**config.mk**
```make
export PLATFORM = sky130hd
export DESIGN_NAME = riv_ripple_timer
export DESIGN_NICKNAME = d
export VERILOG_FILES = /design/src/rtl/riv_ripple_timer_pkg.sv /design/src/rtl/riv_ripple_timer_digit.sv /design/src/rtl/riv_ripple_timer.sv
export SDC_FILE = /design/constraint.sdc
export NUM_CORES = 1
export LEC_CHECK = 0
export ABC_AREA = 1
export CORE_UTILIZATION = 54
export CTS_CLUSTER_DIAMETER = 50
export CTS_CLUSTER_SIZE = 28
export DETAILED_ROUTE_END_ITERATION = 7
export GPL_TIMING_DRIVEN = 0
export PLACE_DENSITY_LB_ADDON = 0.08
export SLEW_MARGIN = 0
export SYNTH_ARGS = -nofsm -noshare
export SYNTH_HDL_FRONTEND = slang
export SYNTH_SLANG_ARGS = --single-unit
```
**constraint.sdc**
```tcl
create_clock -name clk -period 2.9 [get_ports clk]
set_input_delay 0.87 -clock clk [delete_from_list [all_inputs] [get_ports clk]]
set_output_delay 0.87 -clock clk [all_outputs]
set_load 0.1 [all_outputs]
```
**src/rtl/riv_ripple_timer_pkg.sv**
```systemverilog
// Shared types and helpers for the ripple-digit down timer.
package riv_ripple_timer_pkg;

    typedef enum logic {
        MODE_ONESHOT  = 1'b0,
        MODE_PERIODIC = 1'b1
    } mode_t;

    localparam int RIV_TIMER_DEF_PRIM_WIDTH = 4;

    function automatic int n_dig(input int width, input int prim_width);
        return (width + prim_width - 1) / prim_width;
    endfunction

endpackage

```
**src/rtl/riv_ripple_timer_digit.sv**
```systemverilog
// One down-counting digit with load, borrow-enable and wrap to all-ones.
// RIV_RIPPLE_TIMER_LOOKAHEAD_EN makes is_zero a registered flag.
module riv_ripple_timer_digit
    import riv_ripple_timer_pkg::*;
#(
    parameter int PRIM_WIDTH = RIV_TIMER_DEF_PRIM_WIDTH
) (
    input  logic                  clk,
    input  logic                  rst_n,
    input  logic                  load,
    input  logic [PRIM_WIDTH-1:0] load_val,
    input  logic                  dec,
    output logic [PRIM_WIDTH-1:0] val,
    output logic                  is_zero
);

    logic [PRIM_WIDTH-1:0] val_q, val_d;

    always_comb begin
        val_d = val_q;
        if (load) begin
            val_d = load_val;
        end else if (dec) begin
            val_d = val_q - PRIM_WIDTH'(1);
        end
    end

    // NOTE: sequential state uses non-blocking assignments so every flop samples pre-edge values.
    always_ff @(posedge clk) begin
        if (!rst_n) begin
            val_q <= '0;
        end else begin
            val_q <= val_d;
        end
    end

    assign val = val_q;

`ifdef RIV_RIPPLE_TIMER_LOOKAHEAD_EN
    logic zero_q, zero_d;

    // The flag predicts the zero state of val_d, so it tracks the digit cycle for cycle.
    always_comb begin
        zero_d = zero_q;
        if (load) begin
            zero_d = (load_val == '0);
        end else if (dec) begin
            zero_d = (val_q == PRIM_WIDTH'(1));
        end
    end

    always_ff @(posedge clk) begin
        if (!rst_n) begin
            zero_q <= 1'b1;
        end else begin
            zero_q <= zero_d;
        end
    end

    assign is_zero = zero_q;
`else
    assign is_zero = (val_q == '0);
`endif

endmodule

```
**src/rtl/riv_ripple_timer.sv**
```systemverilog
// Programmable one-shot/periodic down timer built from ripple-borrow digits.
// Optional build macro: RIV_RIPPLE_TIMER_LOOKAHEAD_EN (registered per-digit zero flags).
module riv_ripple_timer
    import riv_ripple_timer_pkg::*;
#(
    parameter int WIDTH      = 16,
    parameter int PRIM_WIDTH = RIV_TIMER_DEF_PRIM_WIDTH
) (
    input  logic             clk,
    input  logic             rst_n,
    input  logic [WIDTH-1:0] value,
    input  logic             load,
    input  logic             mode,
    input  logic             enable,
    output logic [WIDTH-1:0] count,
    output logic             done,
    output logic             expire,
    output logic             busy
);

    localparam int N_DIG = n_dig(WIDTH, PRIM_WIDTH);
    localparam int D0_W  = (WIDTH < PRIM_WIDTH) ? WIDTH : PRIM_WIDTH;

    logic [WIDTH-1:0] reload_q, reload_d;
    mode_t            mode_q, mode_d;
    logic             expire_q, expire_d;

    logic [N_DIG-1:0] dig_zero;
    logic [N_DIG-1:0] dig_dec;
    logic [WIDTH-1:0] load_src;
    logic             step, hi_zero, is_one, dig_load;

    always_comb begin
        hi_zero = 1'b1;
        for (int i = 1; i < N_DIG; i++) begin
            hi_zero = hi_zero & dig_zero[i];
        end
    end

    assign is_one   = hi_zero && (count[D0_W-1:0] == D0_W'(1));
    assign done     = &dig_zero;
    assign busy     = ~done;
    // A zero count never steps, so the digits cannot wrap past zero.
    assign step     = enable & ~load & ~done;
    assign dig_load = load | (step & is_one & (mode_q == MODE_PERIODIC));
    assign load_src = load ? value : reload_q;

    assign dig_dec[0] = step;
    for (genvar i = 1; i < N_DIG; i++) begin : g_borrow
        assign dig_dec[i] = dig_dec[i-1] & dig_zero[i-1];
    end

    // The top digit is trimmed to the bits that exist, so padding is never stored.
    for (genvar i = 0; i < N_DIG; i++) begin : g_dig
        localparam int LO = i * PRIM_WIDTH;
        localparam int DW = (WIDTH - LO < PRIM_WIDTH) ? (WIDTH - LO) : PRIM_WIDTH;
        riv_ripple_timer_digit #(.PRIM_WIDTH(DW)) u_digit (
            .clk      (clk),
            .rst_n    (rst_n),
            .load     (dig_load),
            .load_val (load_src[LO +: DW]),
            .dec      (dig_dec[i]),
            .val      (count[LO +: DW]),
            .is_zero  (dig_zero[i])
        );
    end

    always_comb begin
        reload_d = reload_q;
        mode_d   = mode_q;
        expire_d = step & is_one;
        if (load) begin
            reload_d = value;
            mode_d   = mode_t'(mode);
        end
    end

    always_ff @(posedge clk) begin
        if (!rst_n) begin
            reload_q <= '0;
            mode_q   <= MODE_ONESHOT;
            expire_q <= 1'b0;
        end else begin
            reload_q <= reload_d;
            mode_q   <= mode_d;
            expire_q <= expire_d;
        end
    end

    assign expire = expire_q;

endmodule

```
### Word-level counts from Yosys, hierarchy flattened

Index checks and enable logic that the tools add are counted.

* bitwise operators: 12
* reduce and logical (&&, ||, !) cells: 10
* muxes and demuxes: 9
* $add $sub $neg: 4
* equality and inequality tests: 1

Operators with widths (number)
* 4-bit two-way mux: 8
* 4-bit zero test: 4
* 16-bit two-way mux: 1
* 4-bit by 1-bit subtractor with 4-bit output (second input constant): 4
* 1-bit bitwise AND: 9
* 2-bit nonzero test: 4
* 4-bit by 1-bit == test with 1-bit output (second input constant): 1
* 4-bit AND reduction: 1
* 1-bit inverter: 2
* 1-bit logical AND: 1
* 1-bit OR: 1

* bits in registers: 34
* bits of input ports: 21
* output and inout bits: 19
* logic and storage cells: 43

### Logic depth before layout (Yosys ltp)

* depth in word-level cells: 9
* depth in mapped cells: 13
* gate-level depth less buffers: 13

### Hierarchy

A second synthesis with hierarchy kept.

* cell total of the unflattened synthesis: 274
* area, all modules: 1846.8 um^2

By module, submodules not included
* riv_ripple_timer_digit: seq. area each 80.1 um^2, instances 4, area an instance 252.7 um^2, cells an instance 40
* riv_ripple_timer: seq. area each 360.3 um^2, instances 1, area an instance 835.8 um^2, cells an instance 114

### Worst setup path after synthesis

Ideal clock, no wire load.

* path kind: reg2out
* start point: reg g_dig[3].u_digit.val_q[0]
* end point: out done
* stages on the path, launching flop included: 7
* setup slack: -0.350 ns
* arrival: 2.380 ns
* path buffers: 0
* cells stage by stage: dfxtp_1 -> inv_1 -> ha_1 -> nand3_1 -> nor2_4 -> nand2_4 -> inv_1

* word-level cells in the longest chain between the ends: 2

RTL lines
* start, declared: line riv_ripple_timer_digit.sv:17 `logic [PRIM_WIDTH-1:0] val_q, val_d;`
* start signal, assigned: line riv_ripple_timer_digit.sv:33 `val_q <= val_d;`
* 4-bit zero test: line riv_ripple_timer_digit.sv:62 `assign is_zero = (val_q == '0);`
* 4-bit AND reduction: line riv_ripple_timer.sv:41 `assign done = &dig_zero;`
* end, declared: line riv_ripple_timer.sv:16 `output logic done,`

No other way between the ends.

### Worst setup path in the final report

* start point: reg g_dig[0].u_digit.val_q[2]
* end point: out count[2]

RTL lines
* start, declared: line riv_ripple_timer_digit.sv:17
* start signal, assigned: line riv_ripple_timer_digit.sv:33
* end, declared: line riv_ripple_timer.sv:15 `output logic [WIDTH-1:0] count,`

No word-level cell between the ends.

==> impl_summary.log <==
INFO  metric final_hold_viol_count = 0
INFO  metric ff2ff_setup_slack = 1000 ps
INFO  metric ff_latch_area = between 700 and 800 um2
INFO  metric total_leakage_power = 1.126 nW
INFO  metric path_clk_slew = ~110 ps
INFO  metric floorplan.initialDensity = a little under three fifths
INFO  metric finish.net_count = 330
INFO  metric global_route.overflow_total = 0
INFO  metric finalCriticalPeriod = between 2000 and 3000 ps
INFO  metric first_pass_iters = 4
INFO  metric synth.yosys.warnings = 0
INFO  metric critical_path_arrival = ~1900 ps
INFO  metric seq_total_area_yosys = 35.91%
INFO  metric post-synth-top-area-fraction = a little over a third
INFO  metric launch_instance_of_the_worst_register_to_register_path = g_dig[1].u_digit.val[0]
INFO  metric clock_path_buffers = 2
INFO  metric totalWireLength = roughly 4.3 mm
INFO  metric path_buf_inv = 1
INFO  metric root_buffer = sky130_fd_sc_hd__clkbuf_4
INFO  metric power.density = ~540 nW/um2
INFO  metric stdcell_count = roughly 350
INFO  metric clock_latency = roughly 350 ps
INFO  metric cp-startpoint = g_dig[0].u_digit.val[2]
INFO  metric total_power = about 0.0013 W
INFO  metric async_reset_ff_share = 0%
INFO  metric timing.slew.headroom = around 35%
INFO  metric maxCapViolCount = 0
INFO  metric synth_enable_flop_cells = 0
INFO  metric cp-endpoint = count[2]
INFO  metric dr_total_vias = 1775
INFO  metric critical-path-top-delay-family = buffers and inverters
INFO  metric vias_in_the_first_global_route = roughly 1600
INFO  metric endpoint_kind = output pin
INFO  metric layout-area-overhead-vs-synth = 28.91%
INFO  metric finalSetupViolations = 0
INFO  metric post_synthesis_cells = roughly 260
INFO  metric postLayoutCellArea = roughly 2400 um2
INFO  metric critical_path_cell_count = 1
INFO  metric ys_top_cells_by_area = sky130_fd_sc_hd__dfxtp_1, sky130_fd_sc_hd__nand2_1, sky130_fd_sc_hd__nor2_1
INFO  metric floorplan.die.height = a little over 60 um
INFO  metric number_of_antenna_violations_at_the_first_check_in_global_routing = 0
INFO  metric min-delay-path-class = reg2reg
INFO  metric global_route.usage.total = 26.05%
INFO  metric irDropWorstVdd = roughly 0.41 mV
INFO  metric max_freq = approximately 360 MHz
INFO  metric critical_path.slowest_cell = sky130_fd_sc_hd__clkdlybuf4s50_1
INFO  metric synth-seq-cells = 34
INFO  metric cts_htree_levels = 2
INFO  metric cp_slowest_stage_delay = ~1200 ps
INFO  metric dp.cells = between 300 and 400
INFO  metric synth_fp_nets = between 200 and 300
INFO  metric wl_per_cell = between 10 and 15 um
INFO  metric gpl_wtd_cong = approximately 0.86
INFO  metric number_of_buffers_inserted_by_port_buffering = 37
INFO  metric average_cell_area_after_synthesis = between 7 and 8 um2
INFO  metric numCtsBuffers = 5
INFO  metric antenna_cells = 0
INFO  metric route.detailed.vias_per_inst = a little over 5
INFO  metric run_status = finished, final reports clean
INFO  metric dr_iter_0_viols = approximately 120
INFO  metric synth.largest_area_cell = sky130_fd_sc_hd__dfxtp_1
INFO  metric period_share = about 96%
INFO  metric grt_pass1_wl = between 7 and 8 mm
INFO  metric worst_ep_required_time = 2030 ps
INFO  metric cp_cell_instances = clkdlybuf4s50_1
INFO  metric timing.rr.end = g_dig[1].u_digit.val[3]
INFO  metric timing.critical_path.from_type = register
INFO  metric pin_count_of_the_biggest_net_entering_global_routing = 13
INFO  metric worst_slew_pin_slew = a little under 1000 ps
INFO  metric cts.sink_count = 34
INFO  metric timing.critical_path.fanout_max = 6
INFO  metric fillCellCount = 301
INFO  metric rsz0062_at_grt = false
INFO  metric count_of_unresolved_drc_violations_after_routing = 0
INFO  metric num_rows = 21
INFO  metric multi_input_area = ~1000 um2
INFO  metric synthesis.area = about 1900 um2
INFO  metric detailedPlacementHpwl = around 3.1 mm
INFO  metric reg2regPathDepth = 12
INFO  metric synthFlopType = sky130_fd_sc_hd__dfxtp_1
INFO  metric slew_violations = 0
INFO  metric die_w = approximately 61 um
INFO  metric io_pins = 40
INFO  metric antenna_left = 0
INFO  metric core_region_area = between 3000 and 4000 um2
INFO  metric path_class = reg2out
INFO  metric netlist-cell-type-count = 31
INFO  metric die_area = 3751 um2
INFO  metric finalClockSkew = 8.096 ps
INFO  metric drive_above_1_share = ~17%
INFO  metric cts_tree = done
INFO  metric dpl_cell_area = 2357 um2
[placed cells by master (no fill, tap or decap), types with 7 or more instances in the layout]
| cell type | n |
|---|---|
| sky130_fd_sc_hd__nand2_1 | 41 |
| sky130_fd_sc_hd__ha_1 | 8 |
| sky130_fd_sc_hd__inv_1 | 26 |
| sky130_fd_sc_hd__nand3_1 | 17 |
| sky130_fd_sc_hd__dfxtp_1 | 18 |
| sky130_fd_sc_hd__a21oi_1 | 15 |
| sky130_fd_sc_hd__nor2_1 | 41 |
| sky130_fd_sc_hd__clkdlybuf4s50_1 | 35 |
| sky130_fd_sc_hd__o21ai_0 | 7 |
| sky130_fd_sc_hd__nand4_1 | 14 |
| sky130_fd_sc_hd__dfxtp_2 | 12 |
| sky130_fd_sc_hd__mux2i_1 | 10 |
[worst min-delay path by stage]
stage                 startpoint           end  slack (ps)  depth (start not counted)
finish               reload_q[5]   reload_q[5]         510                          2
global route        reload_q[12]  reload_q[12]         530                          2
CTS                  reload_q[5]   reload_q[5]         510                          2
detailed placement   reload_q[2]   reload_q[2]         480                          2
global placement     reload_q[1]   reload_q[1]         470                          2
floorplan           reload_q[12]  reload_q[12]         460                          2
[sequential cells by signal, summed over array words and instances, names as in the netlist]
signal,flops
expire,1
mode_q,1
g_dig.u_digit.val,16
reload_q,16
[report_power, final]
part           internal [W]  leakage [nW]  switching [W]
sequential         0.000503         0.288      0.0000251
clock              0.000201        0.0518       0.000172
combinational      0.000130         0.786       0.000283
[area by class of cell]
cell class,count,share of cell area [%]
Multi-Input combinational cell,181,42.19
Sequential cell,34,29.08
Timing Repair Buffer,37,14.75
Inverter,31,4.916
Clock buffer,7,3.584
Buffer,11,2.765
Tap cell,46,2.355
Clock inverter,1,0.3584
[cell usage after synthesis (2+ instances only)]
| cell | instances |
|---|---|
| sky130_fd_sc_hd__nand4_1 | 14 |
| sky130_fd_sc_hd__buf_2 | 3 |
| sky130_fd_sc_hd__clkbuf_1 | 3 |
| sky130_fd_sc_hd__nor2_2 | 3 |
| sky130_fd_sc_hd__buf_6 | 2 |
| sky130_fd_sc_hd__mux2i_1 | 10 |
| sky130_fd_sc_hd__nor2_1 | 41 |
| sky130_fd_sc_hd__inv_2 | 4 |
| sky130_fd_sc_hd__or2_2 | 2 |
| sky130_fd_sc_hd__nand2_4 | 2 |
| sky130_fd_sc_hd__xor2_1 | 5 |
| sky130_fd_sc_hd__o21bai_1 | 4 |
| sky130_fd_sc_hd__inv_1 | 27 |
| sky130_fd_sc_hd__xnor2_1 | 2 |
| sky130_fd_sc_hd__o21ai_0 | 7 |
| sky130_fd_sc_hd__dfxtp_1 | 34 |
| sky130_fd_sc_hd__nand2_1 | 41 |
| sky130_fd_sc_hd__nand3_1 | 17 |
| sky130_fd_sc_hd__buf_4 | 2 |
| sky130_fd_sc_hd__nor2_4 | 2 |
| sky130_fd_sc_hd__ha_1 | 8 |
| sky130_fd_sc_hd__a21oi_1 | 15 |
[metal layers]
layer	vias to the layer above	share of wire [%]	routed length, um	track usage (%)
li1	914	-	-	-
met1	809	48	2065	35.33
met2	45	46	1978	40.84
met3	7	4.2	178	4.622
met4	0	1.5	63	11.04
met5	-	0	0	0
[stage by stage]
stage	utilization [%]	setup TNS, ps	hold slack (ps)	worst slack (ps)
4_1_cts	73.42	0	511.0	88.69
3_3_place_gp	70.64	-289.0	470.0	-200.8
5_1_grt	73.23	0	525.2	4.230
3_5_place_dp	70.64	-295.4	482.0	-204.4
6_report	73.23	0	505.8	108.2
2_1_floorplan	-	0	455.4	9.026
[cells by family after synthesis]
kind of cell,Yosys count,synth area share [%]
muxes,10,5.281
adders and majority gates,8,5.281
buffers and inverters,42,9.702
DFF,34,35.91
AOI/OAI and AO/OA,27,7.855
xor gates and xnor gates,7,3.234
and+or+nand+nor,129,32.74
[timing repair]
action | 4_1_cts | 5_1_grt
resized for setup | 8 | 2
buffers inserted | 0 | 0
endpoints found under the setup margin | 2 | 1
pin swaps | 0 | 0
hold buffers | 0 | 0
Power figures use the tool's default switching activity.
==> RTL edit, RTL diff (same settings) <==
Add a define of `RIV_RIPPLE_TIMER_LOOKAHEAD_EN`.
--- a/src/rtl/riv_ripple_timer_digit.sv
+++ b/src/rtl/riv_ripple_timer_digit.sv
@@ -1,5 +1,7 @@
 // One down-counting digit with load, borrow-enable and wrap to all-ones.
 // RIV_RIPPLE_TIMER_LOOKAHEAD_EN makes is_zero a registered flag.
+`define RIV_RIPPLE_TIMER_LOOKAHEAD_EN
+
 module riv_ripple_timer_digit
     import riv_ripple_timer_pkg::*;
 #(
Behaviour: no difference found for any inputs over 10 cycles, from zero or initial values and one cycle with rst_n low; that may be too few to reach the edited logic, so the function may still have changed.
==> RTL edit against the unedited design <==
Final area rose by 6.2%. Power rose by 7.1%. Routed wire length rose by 7.8%. Maximum frequency rose by 0.34%. Combinational power rose by 7.5%. Worst setup slack improved by 9.6 ps. Sequential cell count rose by 4. Synthesized area rose by 8.3%. Critical path depth did not move. Critical endpoint unchanged. Highest routed layer unchanged.
==> RTL edit: results (changes against the unedited design) <==
outcome=finished clean; GP Congestion=0.791 (-8.2%); met1 Use GR=0.333 (-0.0204); hpwl dp=3420 µm (+9.9%); crit path max fanout=5 (-1); leakage=1.18 nW (+4.8%); Total Routing Usage GR=0.255 (-0.00534); reg2reg start=g_dig[0].u_digit.val[1]$_SDFFE_PN0P_; count of buffers from port buffering=39 (+5.4%); cts repair resizes=1 (-7); Comb. pwr=0.000444 W (+7.5%); via/cell ratio=5.03 (-1.3%); met2 wire length=2100 µm (+6.2%); Worst-path clk slew=70 ps (-40 ps); peak supply drop=0.417 mV (+1.4%); clock insertion delay at the later pin of the skew report=290 ps (-60 ps); Flop pwr share=0.418 (+0.016); total wire length=4620 µm (+7.8%); Synth Instances=290 (+13%); GR Util met3=0.0598 (+0.0136); final hold slack=476 ps (-30.0 ps); CTS root buffer=clkbuf_8; final worst path period share=0.959 (-0.00330); Place WS=211 ps (+415 ps); share of the synthesized area in the top cell type=0.371 (+0.0114); Met1 Wirelength=2240 µm (+8.4%); Post-Synth XOR/XNOR Area=0.0256 (-0.00675); adder-cell share of the synthesized area=0.0488 (-0.00405); post-synthesis compound-gate area fraction=0.0963 (+0.0177); share of layout cells above drive strength 1=0.113 (-0.0561); DR WL/cell=12.0 µm (-2.5%)
RTL edit: final cells by class:
class                           instances  area [µm²]
Buffer                                  9        65.1
Clock buffer                            7        86.3
Clock inverter                          1        5.00
Fill cell                             309        1060
Inverter                               33         124
Multi-Input combinational cell        210        1100
Sequential cell                        38         761
Tap cell                               48        60.1
Timing Repair Buffer                   39         392
RTL edit: worst min-delay path by stage:
stage	from	end	cells after the start
2_1_floorplan	reload_q[15]$_SDFF_PN0_	reload_q[15]$_SDFF_PN0_	2
3_3_place_gp	reload_q[15]$_SDFF_PN0_	reload_q[15]$_SDFF_PN0_	2
3_5_place_dp	reload_q[15]$_SDFF_PN0_	reload_q[15]$_SDFF_PN0_	2
4_1_cts	reload_q[15]$_SDFF_PN0_	reload_q[15]$_SDFF_PN0_	2
5_1_grt	reload_q[15]$_SDFF_PN0_	reload_q[15]$_SDFF_PN0_	2
6_report	reload_q[15]$_SDFF_PN0_	reload_q[15]$_SDFF_PN0_	2
